<file path="src/rtl/cdb_arbiter_if.sv">
// Bundle of the CDB arbiter's control, producer and broadcast signals.
// The master side drives the control and producer signals; the slave side is the arbiter.
interface cdb_arbiter_if #(
    parameter int POS_W  = 5,
    parameter int DATA_W = 32,
    parameter int ADDR_W = 32,
    parameter int DEPTH  = 2
);
    localparam int CNT_W = $clog2(DEPTH) + 1;

    // Global control
    logic              rdy;
    logic              clr;

    // ALU result source
    logic              alu_valid;
    logic [POS_W-1:0]  alu_rob_pos;
    logic [DATA_W-1:0] alu_val;
    logic              alu_jump;
    logic [ADDR_W-1:0] alu_pc;
    logic              alu_ready;

    // LSB load result source
    logic              lsb_valid;
    logic [POS_W-1:0]  lsb_rob_pos;
    logic [DATA_W-1:0] lsb_val;
    logic              lsb_ready;

    // Common data bus broadcast
    logic              cdb_valid;
    logic [POS_W-1:0]  cdb_rob_pos;
    logic [DATA_W-1:0] cdb_val;
    logic              cdb_jump;
    logic [ADDR_W-1:0] cdb_pc;
    logic              cdb_src;

    // Occupancy
    logic [CNT_W-1:0]  alu_count;
    logic [CNT_W-1:0]  lsb_count;

    modport master (
        output rdy, clr,
        output alu_valid, alu_rob_pos, alu_val, alu_jump, alu_pc,
        input  alu_ready,
        output lsb_valid, lsb_rob_pos, lsb_val,
        input  lsb_ready,
        input  cdb_valid, cdb_rob_pos, cdb_val, cdb_jump, cdb_pc, cdb_src,
        input  alu_count, lsb_count
    );

    modport slave (
        input  rdy, clr,
        input  alu_valid, alu_rob_pos, alu_val, alu_jump, alu_pc,
        output alu_ready,
        input  lsb_valid, lsb_rob_pos, lsb_val,
        output lsb_ready,
        output cdb_valid, cdb_rob_pos, cdb_val, cdb_jump, cdb_pc, cdb_src,
        output alu_count, lsb_count
    );
endinterface

</file>
<file path="src/rtl/cdb_arbiter.sv">
// CDB arbiter: two small skid FIFOs (ALU results, LSB load results) sharing one
// registered write-back bus. The grant is round-robin, one entry per cycle.
// A flush (clr) behaves like reset on every buffer and on the bus registers.
module cdb_arbiter #(
    parameter int POS_W  = 5,
    parameter int DATA_W = 32,
    parameter int ADDR_W = 32,
    parameter int DEPTH  = 2
) (
    input  logic           clk,
    input  logic           rst,
    cdb_arbiter_if.slave   bus
);
    localparam int PTR_W     = $clog2(DEPTH);
    localparam int CNT_W     = PTR_W + 1;
    localparam int ALU_E_W   = POS_W + DATA_W + 1 + ADDR_W;
    localparam int LSB_E_W   = POS_W + DATA_W;
    localparam logic SRC_ALU = 1'b0;
    localparam logic SRC_LSB = 1'b1;

    // Entry storage. It is written at the tail only, and the head entry is read
    // straight into the registered bus outputs.
    logic [ALU_E_W-1:0] alu_mem [DEPTH];
    logic [LSB_E_W-1:0] lsb_mem [DEPTH];

    logic [PTR_W-1:0]  alu_head_q, alu_head_d, alu_tail_q, alu_tail_d;
    logic [PTR_W-1:0]  lsb_head_q, lsb_head_d, lsb_tail_q, lsb_tail_d;
    logic [CNT_W-1:0]  alu_cnt_q, alu_cnt_d, lsb_cnt_q, lsb_cnt_d;
    logic              last_grant_q, last_grant_d;

    logic              cdb_valid_q, cdb_valid_d;
    logic [POS_W-1:0]  cdb_pos_q, cdb_pos_d;
    logic [DATA_W-1:0] cdb_val_q, cdb_val_d;
    logic              cdb_jump_q, cdb_jump_d;
    logic [ADDR_W-1:0] cdb_pc_q, cdb_pc_d;
    logic              cdb_src_q, cdb_src_d;

    logic              alu_ready, lsb_ready;
    logic              alu_push, lsb_push;
    logic              alu_ne, lsb_ne;
    logic              grant_alu, grant_lsb;

    logic [POS_W-1:0]  alu_h_pos, lsb_h_pos;
    logic [DATA_W-1:0] alu_h_val, lsb_h_val;
    logic              alu_h_jump;
    logic [ADDR_W-1:0] alu_h_pc;

    // Ready depends only on the current occupancy. A pop in the same cycle does not free a slot.
    assign alu_ready = (alu_cnt_q < CNT_W'(DEPTH));
    assign lsb_ready = (lsb_cnt_q < CNT_W'(DEPTH));

    // Pushes are ignored while stalled, and they are dropped during a flush or reset.
    assign alu_push  = bus.rdy && !bus.clr && !rst && bus.alu_valid && alu_ready;
    assign lsb_push  = bus.rdy && !bus.clr && !rst && bus.lsb_valid && lsb_ready;

    // Arbitration uses the occupancy before this cycle's push, so a new entry
    // cannot be broadcast until at least one edge after it is written.
    assign alu_ne    = (alu_cnt_q != '0);
    assign lsb_ne    = (lsb_cnt_q != '0);
    assign grant_alu = bus.rdy && alu_ne && (!lsb_ne || (last_grant_q == SRC_LSB));
    assign grant_lsb = bus.rdy && lsb_ne && !grant_alu;

    assign {alu_h_pos, alu_h_val, alu_h_jump, alu_h_pc} = alu_mem[alu_head_q];
    assign {lsb_h_pos, lsb_h_val}                       = lsb_mem[lsb_head_q];

    // Next-state logic for the pointers, counts, round-robin state and bus registers.
    always_comb begin
        alu_head_d   = alu_head_q;
        alu_tail_d   = alu_tail_q;
        alu_cnt_d    = alu_cnt_q;
        lsb_head_d   = lsb_head_q;
        lsb_tail_d   = lsb_tail_q;
        lsb_cnt_d    = lsb_cnt_q;
        last_grant_d = last_grant_q;
        cdb_valid_d  = cdb_valid_q;
        cdb_pos_d    = cdb_pos_q;
        cdb_val_d    = cdb_val_q;
        cdb_jump_d   = cdb_jump_q;
        cdb_pc_d     = cdb_pc_q;
        cdb_src_d    = cdb_src_q;

        if (bus.rdy) begin
            // Pointers wrap naturally because DEPTH is a power of two.
            if (alu_push)  alu_tail_d = alu_tail_q + PTR_W'(1);
            if (grant_alu) alu_head_d = alu_head_q + PTR_W'(1);
            if (lsb_push)  lsb_tail_d = lsb_tail_q + PTR_W'(1);
            if (grant_lsb) lsb_head_d = lsb_head_q + PTR_W'(1);
            alu_cnt_d = alu_cnt_q + CNT_W'(alu_push) - CNT_W'(grant_alu);
            lsb_cnt_d = lsb_cnt_q + CNT_W'(lsb_push) - CNT_W'(grant_lsb);

            if (grant_alu) begin
                last_grant_d = SRC_ALU;
                cdb_valid_d  = 1'b1;
                cdb_pos_d    = alu_h_pos;
                cdb_val_d    = alu_h_val;
                cdb_jump_d   = alu_h_jump;
                cdb_pc_d     = alu_h_pc;
                cdb_src_d    = SRC_ALU;
            end else if (grant_lsb) begin
                last_grant_d = SRC_LSB;
                cdb_valid_d  = 1'b1;
                cdb_pos_d    = lsb_h_pos;
                cdb_val_d    = lsb_h_val;
                cdb_jump_d   = 1'b0;
                cdb_pc_d     = '0;
                cdb_src_d    = SRC_LSB;
            end else begin
                // An idle cycle drops valid only. The payload keeps its last value.
                cdb_valid_d  = 1'b0;
            end
        end
    end

    // State registers. A flush clears them the same way reset does, regardless of rdy.
    always_ff @(posedge clk) begin
        if (rst || bus.clr) begin
            alu_head_q   <= '0;
            alu_tail_q   <= '0;
            alu_cnt_q    <= '0;
            lsb_head_q   <= '0;
            lsb_tail_q   <= '0;
            lsb_cnt_q    <= '0;
            last_grant_q <= SRC_LSB;
            cdb_valid_q  <= 1'b0;
            cdb_pos_q    <= '0;
            cdb_val_q    <= '0;
            cdb_jump_q   <= 1'b0;
            cdb_pc_q     <= '0;
            cdb_src_q    <= 1'b0;
        end else begin
            alu_head_q   <= alu_head_d;
            alu_tail_q   <= alu_tail_d;
            alu_cnt_q    <= alu_cnt_d;
            lsb_head_q   <= lsb_head_d;
            lsb_tail_q   <= lsb_tail_d;
            lsb_cnt_q    <= lsb_cnt_d;
            last_grant_q <= last_grant_d;
            cdb_valid_q  <= cdb_valid_d;
            cdb_pos_q    <= cdb_pos_d;
            cdb_val_q    <= cdb_val_d;
            cdb_jump_q   <= cdb_jump_d;
            cdb_pc_q     <= cdb_pc_d;
            cdb_src_q    <= cdb_src_d;
        end
    end

    // Write an accepted ALU result into its tail slot.
    always_ff @(posedge clk) begin
        if (alu_push) alu_mem[alu_tail_q] <= {bus.alu_rob_pos, bus.alu_val, bus.alu_jump, bus.alu_pc};
    end

    // Write an accepted load result into its tail slot.
    always_ff @(posedge clk) begin
        if (lsb_push) lsb_mem[lsb_tail_q] <= {bus.lsb_rob_pos, bus.lsb_val};
    end

    // Catch a producer that offers a result while its FIFO is full. That entry is dropped.
    always_ff @(posedge clk) begin
        if (!rst && !bus.clr && bus.rdy) begin
            assert (!(bus.alu_valid && !alu_ready));
            assert (!(bus.lsb_valid && !lsb_ready));
        end
    end

    assign bus.alu_ready   = alu_ready;
    assign bus.lsb_ready   = lsb_ready;
    assign bus.alu_count   = alu_cnt_q;
    assign bus.lsb_count   = lsb_cnt_q;
    assign bus.cdb_valid   = cdb_valid_q;
    assign bus.cdb_rob_pos = cdb_pos_q;
    assign bus.cdb_val     = cdb_val_q;
    assign bus.cdb_jump    = cdb_jump_q;
    assign bus.cdb_pc      = cdb_pc_q;
    assign bus.cdb_src     = cdb_src_q;
endmodule

</file>
<file path="src/flat_wrapper.sv">
// flat-port wrapper written by rule: the top's interface ports become plain ports
module cdb_arbiter_flat 
#(
    parameter int POS_W  = 5,
    parameter int DATA_W = 32,
    parameter int ADDR_W = 32,
    parameter int DEPTH  = 2
)
  (clk, rst, bus_rdy, bus_clr, bus_alu_valid, bus_alu_rob_pos, bus_alu_val, bus_alu_jump, bus_alu_pc, bus_alu_ready, bus_lsb_valid, bus_lsb_rob_pos, bus_lsb_val, bus_lsb_ready, bus_cdb_valid, bus_cdb_rob_pos, bus_cdb_val, bus_cdb_jump, bus_cdb_pc, bus_cdb_src, bus_alu_count, bus_lsb_count);
  cdb_arbiter_if #(.POS_W(POS_W), .DATA_W(DATA_W), .ADDR_W(ADDR_W), .DEPTH(DEPTH)) bus_i ();
  input  logic clk;
  input  logic rst;
  input wire logic [$bits(bus_i.rdy)-1:0] bus_rdy;
  input wire logic [$bits(bus_i.clr)-1:0] bus_clr;
  input wire logic [$bits(bus_i.alu_valid)-1:0] bus_alu_valid;
  input wire logic [$bits(bus_i.alu_rob_pos)-1:0] bus_alu_rob_pos;
  input wire logic [$bits(bus_i.alu_val)-1:0] bus_alu_val;
  input wire logic [$bits(bus_i.alu_jump)-1:0] bus_alu_jump;
  input wire logic [$bits(bus_i.alu_pc)-1:0] bus_alu_pc;
  output wire logic [$bits(bus_i.alu_ready)-1:0] bus_alu_ready;
  input wire logic [$bits(bus_i.lsb_valid)-1:0] bus_lsb_valid;
  input wire logic [$bits(bus_i.lsb_rob_pos)-1:0] bus_lsb_rob_pos;
  input wire logic [$bits(bus_i.lsb_val)-1:0] bus_lsb_val;
  output wire logic [$bits(bus_i.lsb_ready)-1:0] bus_lsb_ready;
  output wire logic [$bits(bus_i.cdb_valid)-1:0] bus_cdb_valid;
  output wire logic [$bits(bus_i.cdb_rob_pos)-1:0] bus_cdb_rob_pos;
  output wire logic [$bits(bus_i.cdb_val)-1:0] bus_cdb_val;
  output wire logic [$bits(bus_i.cdb_jump)-1:0] bus_cdb_jump;
  output wire logic [$bits(bus_i.cdb_pc)-1:0] bus_cdb_pc;
  output wire logic [$bits(bus_i.cdb_src)-1:0] bus_cdb_src;
  output wire logic [$bits(bus_i.alu_count)-1:0] bus_alu_count;
  output wire logic [$bits(bus_i.lsb_count)-1:0] bus_lsb_count;
  assign bus_i.rdy = bus_rdy;
  assign bus_i.clr = bus_clr;
  assign bus_i.alu_valid = bus_alu_valid;
  assign bus_i.alu_rob_pos = bus_alu_rob_pos;
  assign bus_i.alu_val = bus_alu_val;
  assign bus_i.alu_jump = bus_alu_jump;
  assign bus_i.alu_pc = bus_alu_pc;
  assign bus_alu_ready = bus_i.alu_ready;
  assign bus_i.lsb_valid = bus_lsb_valid;
  assign bus_i.lsb_rob_pos = bus_lsb_rob_pos;
  assign bus_i.lsb_val = bus_lsb_val;
  assign bus_lsb_ready = bus_i.lsb_ready;
  assign bus_cdb_valid = bus_i.cdb_valid;
  assign bus_cdb_rob_pos = bus_i.cdb_rob_pos;
  assign bus_cdb_val = bus_i.cdb_val;
  assign bus_cdb_jump = bus_i.cdb_jump;
  assign bus_cdb_pc = bus_i.cdb_pc;
  assign bus_cdb_src = bus_i.cdb_src;
  assign bus_alu_count = bus_i.alu_count;
  assign bus_lsb_count = bus_i.lsb_count;
  cdb_arbiter #(.POS_W(POS_W), .DATA_W(DATA_W), .ADDR_W(ADDR_W), .DEPTH(DEPTH)) u_core (.clk(clk), .rst(rst), .bus(bus_i));
endmodule
</file>
<file path="config.mk">
export PLATFORM = sky130hd
export DESIGN_NAME = cdb_arbiter_flat
export DESIGN_NICKNAME = d
export VERILOG_FILES = /design/src/rtl/cdb_arbiter_if.sv /design/src/rtl/cdb_arbiter.sv /design/src/flat_wrapper.sv
export SDC_FILE = /design/constraint.sdc
export NUM_CORES = 1
export LEC_CHECK = 0
export ABC_AREA = 1
export CAP_MARGIN = 0
export CORE_UTILIZATION = 45
export DETAILED_ROUTE_END_ITERATION = 10
export PLACE_DENSITY = 0.74
export SETUP_SLACK_MARGIN = 0.15
export SLEW_MARGIN = 15
export SYNTH_ARGS = -nofsm -noshare
export SYNTH_HDL_FRONTEND = slang
export SYNTH_SLANG_ARGS = --single-unit
</file>
<file path="constraint.sdc">
create_clock -name clk -period 6.8 [get_ports clk]
set_clock_uncertainty 0.1 [all_clocks]
set_input_delay 0.68 -clock clk [delete_from_list [all_inputs] [get_ports clk]]
set_output_delay 0.68 -clock clk [all_outputs]
set_load 0.05 [all_outputs]
</file>
==> summary.md <==
| Metric | Value |
|---|---|
| Post-CTS Hold Buffers | 0 |
| Clk pin slew, worst setup/hold paths | 0.06 ns |
| Crit path DAT | approximately 4.4 ns |
| #FFs+latches synth | 297 |
| RR Startpoint | u_core.bus.lsb_count[0]$_SDFFE_PP0P_ |
| Num CTS Buffers | 30 |
| TritonRoute pass-1 iters | 5 |
| Clk buf depth | 3 |
| Worst min-delay path category | reg2reg |
| CP endpoint kind | flop |
| Vias per Instance | 4.897 |
| Net Count, Synth | about 1200 |
| R2r worst-path depth | 12 |
| Overall Global Routing Usage | 0.1962 |
| Via count | about 8000 |
| Pins over their slew limit | 0 |
| Post-route DRC | 0 |
| Maxcap violations | 0 |
| Post-route ant nets | 0 |
| Clk Latency, worst-skew pair | 0.54 ns |
| Share of the synthesized area in the top cell type | 0.5448 |
| Die span in x | 163.9 µm |
| WS Path Type | in2reg |
| Most used flip-flop cell after synthesis | edfxtp_1 |
| Std cell rows | between 50 and 60 |
| Total global routing overflow | 0 |
| Sequential Area | between 8000 and 9000 µm² |
| Routed WL | 26.12 mm |
| Final setup fails | 0 |
| Peak VDD IR | approximately 0.00017 V |
| Biggest area consumer among synthesized cells | edfxtp_1 |
| EDFF count, synth | around 210 |
| Unrepaired setup endpoints after global routing | no |
| Clock Sinks | 297 |
| Vias in the first global route | ~8000 |
| R2r setup slk | around 3.2 ns |
| CP Launch Type | primary input |
| Min Clock Period, post-route | 4.076 ns |
| Fraction of layout cells with a size suffix above 1 | 0.07710 |
| Post-Route Setup TNS | 0 ns |
| First-pass GRT wire length | 40.81 mm |
| GP Congestion | 0.7470 |
| Pleak | slightly above 6 nW |
| CTS Root Cell | clkbuf_16 |
| Worst slew margin | 0.2644 |
| Final hold violations | 0 |
| Uppermost layer routed | met5 |
| Pwr dens | 257.2 nW/µm² |
| Number of fill cells in the layout | approximately 2100 |
| Met3 WL | 1.476 mm |
| Starting DRT DRC Count | 506 |
| Initial Util | 0.4631 |
| Area occupied by multi-input gates | 2958 µm² |
| CTS tree | done |
| Yosys cell types | 26 |
| FF-to-FF End | u_core.bus.lsb_count[1]$_SDFFE_PP0P_ |
| Final Cycle Share | 0.5995 |
| Post-layout nets | 1404 |
| Critical Path RT | 7.13 ns |
| Initial antenna violation count | 4 |
| Crit path to | u_core.bus.lsb_count[1]$_SDFFE_PP0P_ |
| Register area share after synthesis | 0.6856 |
| DIE AREA | roughly 27000 µm² |
| Routed wl met2 | between 10 and 15 mm |
| H-Tree Depth | 1 |
| Placed Instance Area | 13900 µm² |
| Asr flop ratio synth | 0 |
| Die Span Y | approximately 160 µm |
| Io pins | between 150 and 200 |
| Port bufs | between 150 and 200 |
| Setup crit start | bus_rdy |
| Largest net degree at the start of global routing | 106 |
| CORE AREA | roughly 25000 µm² |
| Least-Margin Pin Slew | 1.103 ns |
| Wire length per cell | 15.90 µm |
| Design area | 14960 µm² |
| Post-CTS Setup Inserts | 0 |
| Post-CTS sizing | 0 |
| Max Clk Rate | 245.3 MHz |
| M1 wire length | 10.79 mm |
| Total of warnings raised by yosys | 0 |
| Outcome | finished, final reports clean |
| Syn Area/Cell | 10.56 µm² |
| Mapped Cells | 1117 |
| Post-synthesis cell area | 11800 µm² |
| Max Fanout on Critical Path | between 40 and 50 |
| Area Growth Syn to Fin | 26.78% |
| Synth top area cells | edfxtp_1 (54%), dfxtp_1 (14%), nand2_1 (9.7%) |
| Final total power | roughly 3.8 mW |
| Detail Placement HPWL | around 16 mm |
## how the worst min path moves through the flow
stage,startpoint,end,cells after the start
after floorplan,u_core.lsb_head_q$_SDFFE_PP0P_,flop,2
after global placement,u_core.lsb_head_q$_SDFFE_PP0P_,flop,2
after detailed placement,u_core.alu_head_q$_SDFFE_PP0P_,u_core.alu_head_q$_SDFFE_PP0P_,2
after CTS,u_core.alu_head_q$_SDFFE_PP0P_,u_core.alu_head_q$_SDFFE_PP0P_,2
after global routing,u_core.bus.cdb_pc[5]$_SDFFE_PP0P_,u_core.bus.cdb_pc[5]$_SDFFE_PP0P_,2
final,u_core.alu_head_q$_SDFFE_PP0P_,u_core.alu_head_q$_SDFFE_PP0P_,2
## state kept, by name, summed over array words and instances, names as in the netlist, named ones only
signal and flops:
u_core.alu_mem 140, u_core.alu_head_q 1, u_core.bus.cdb_src 1, u_core.bus.cdb_rob_pos 5
u_core.lsb_head_q 1, u_core.lsb_mem 74, u_core.bus.lsb_count 2, u_core.bus.cdb_valid 1
u_core.last_grant_q 1, u_core.alu_tail_q 1, u_core.bus.alu_count 2, u_core.bus.cdb_jump 1
u_core.bus.cdb_pc 32, u_core.lsb_tail_q 1, u_core.bus.cdb_val 32
## cell families (layout without fill, tap and decap cells)
| logic type | after synthesis | count (layout) | synth area share |
|---|---|---|---|
| adders and majority gates | 4 | 4 | 0.004243 |
| AOI/OAI and AO/OA | 120 | 120 | 0.05187 |
| DFF | 297 | 297 | 0.6856 |
| and+or+nand+nor | 507 | 507 | 0.1904 |
| buffers and inverters | 189 | 382 | 0.06788 |
| other | 0 | 3 | 0 |
## synth_stat cells, types with 2 or more instances
master and number:
a21oi_1 5, buf_2 28, buf_4 7, buf_6 4
clkbuf_1 22, dfxtp_1 83, edfxtp_1 214, ha_1 4
inv_1 125, inv_2 2, nand2_1 304, nand2_2 3
nand3_1 75, nand3b_1 37, nor2_1 50, nor3_1 2
o21ai_0 65, o21ai_1 47, or2_2 33
## final cells by class
type / count / share of cell area
clock inverters: 6 / 0.005103
diodes: 3 / 0.0005020
inverters: 127 / 0.03196
repair buffers: 200 / 0.1349
well taps: 330 / 0.02761
clock buffers: 49 / 0.06107
flip-flops and latches: 297 / 0.5411
multi-input cells: 631 / 0.1978
## critical path, cell delays in order
cell	delay, ns
clkdlybuf4s50_1	0.70
inv_2	0.15
nor2_4	0.73
nand2_2	0.80
nand2_2	0.34
inv_1	0.07
ha_1	0.27
inv_1	0.06
ha_1	0.16
nor2_1	0.04
nor2_1	0.12
nand2_1	0.06
o21ai_0	0.14
nor2_1	0.05
## stage by stage
step                cells  worst slack, ns  hold WS [ns]  utilization
floorplan            1117           0.2321        0.3645            -
global placement     1583            2.252        0.3717       0.5457
detailed placement   1583            2.177        0.3859       0.5457
CTS                  1638            2.726        0.3994       0.5846
global route         1643            2.434        0.4276       0.5871
finish               1643            2.724        0.3959       0.5871
## power breakdown
part	leakage (nW)	total, mW	internal [mW]	switching, mW
clock	0.482	1.62	0.984	0.641
sequential	2.61	1.98	1.96	0.0116
combinational	2.97	0.247	0.110	0.137
## placed cells by master, fill, tap and decap left out, types with 3 or more instances in the layout
cell type,netlist,layout
nor2_1,50,50
inv_1,125,123
clkdlybuf4s50_1,0,190
inv_2,2,3
ha_1,4,4
dfxtp_1,83,81
buf_4,7,8
o21ai_0,65,65
or2_2,33,33
a21oi_1,5,5
clkbuf_1,22,11
clkbuf_16,0,31
clkinv_1,0,3
nand3_1,75,75
o21ai_4,0,3
nand3b_1,37,37
o21ai_1,47,45
diode_2,0,3
clkbuf_8,0,7
edfxtp_1,214,214
nand2_1,304,304
## routing by layer
metal | global-route usage | vias to the layer above
met3 | 0.02980 | 40
li1 | - | 4006
met2 | 0.3502 | 234
met5 | 0 | -
met4 | 0.06987 | 2
met1 | 0.2403 | 3764
Power figures use the tool's default switching activity.
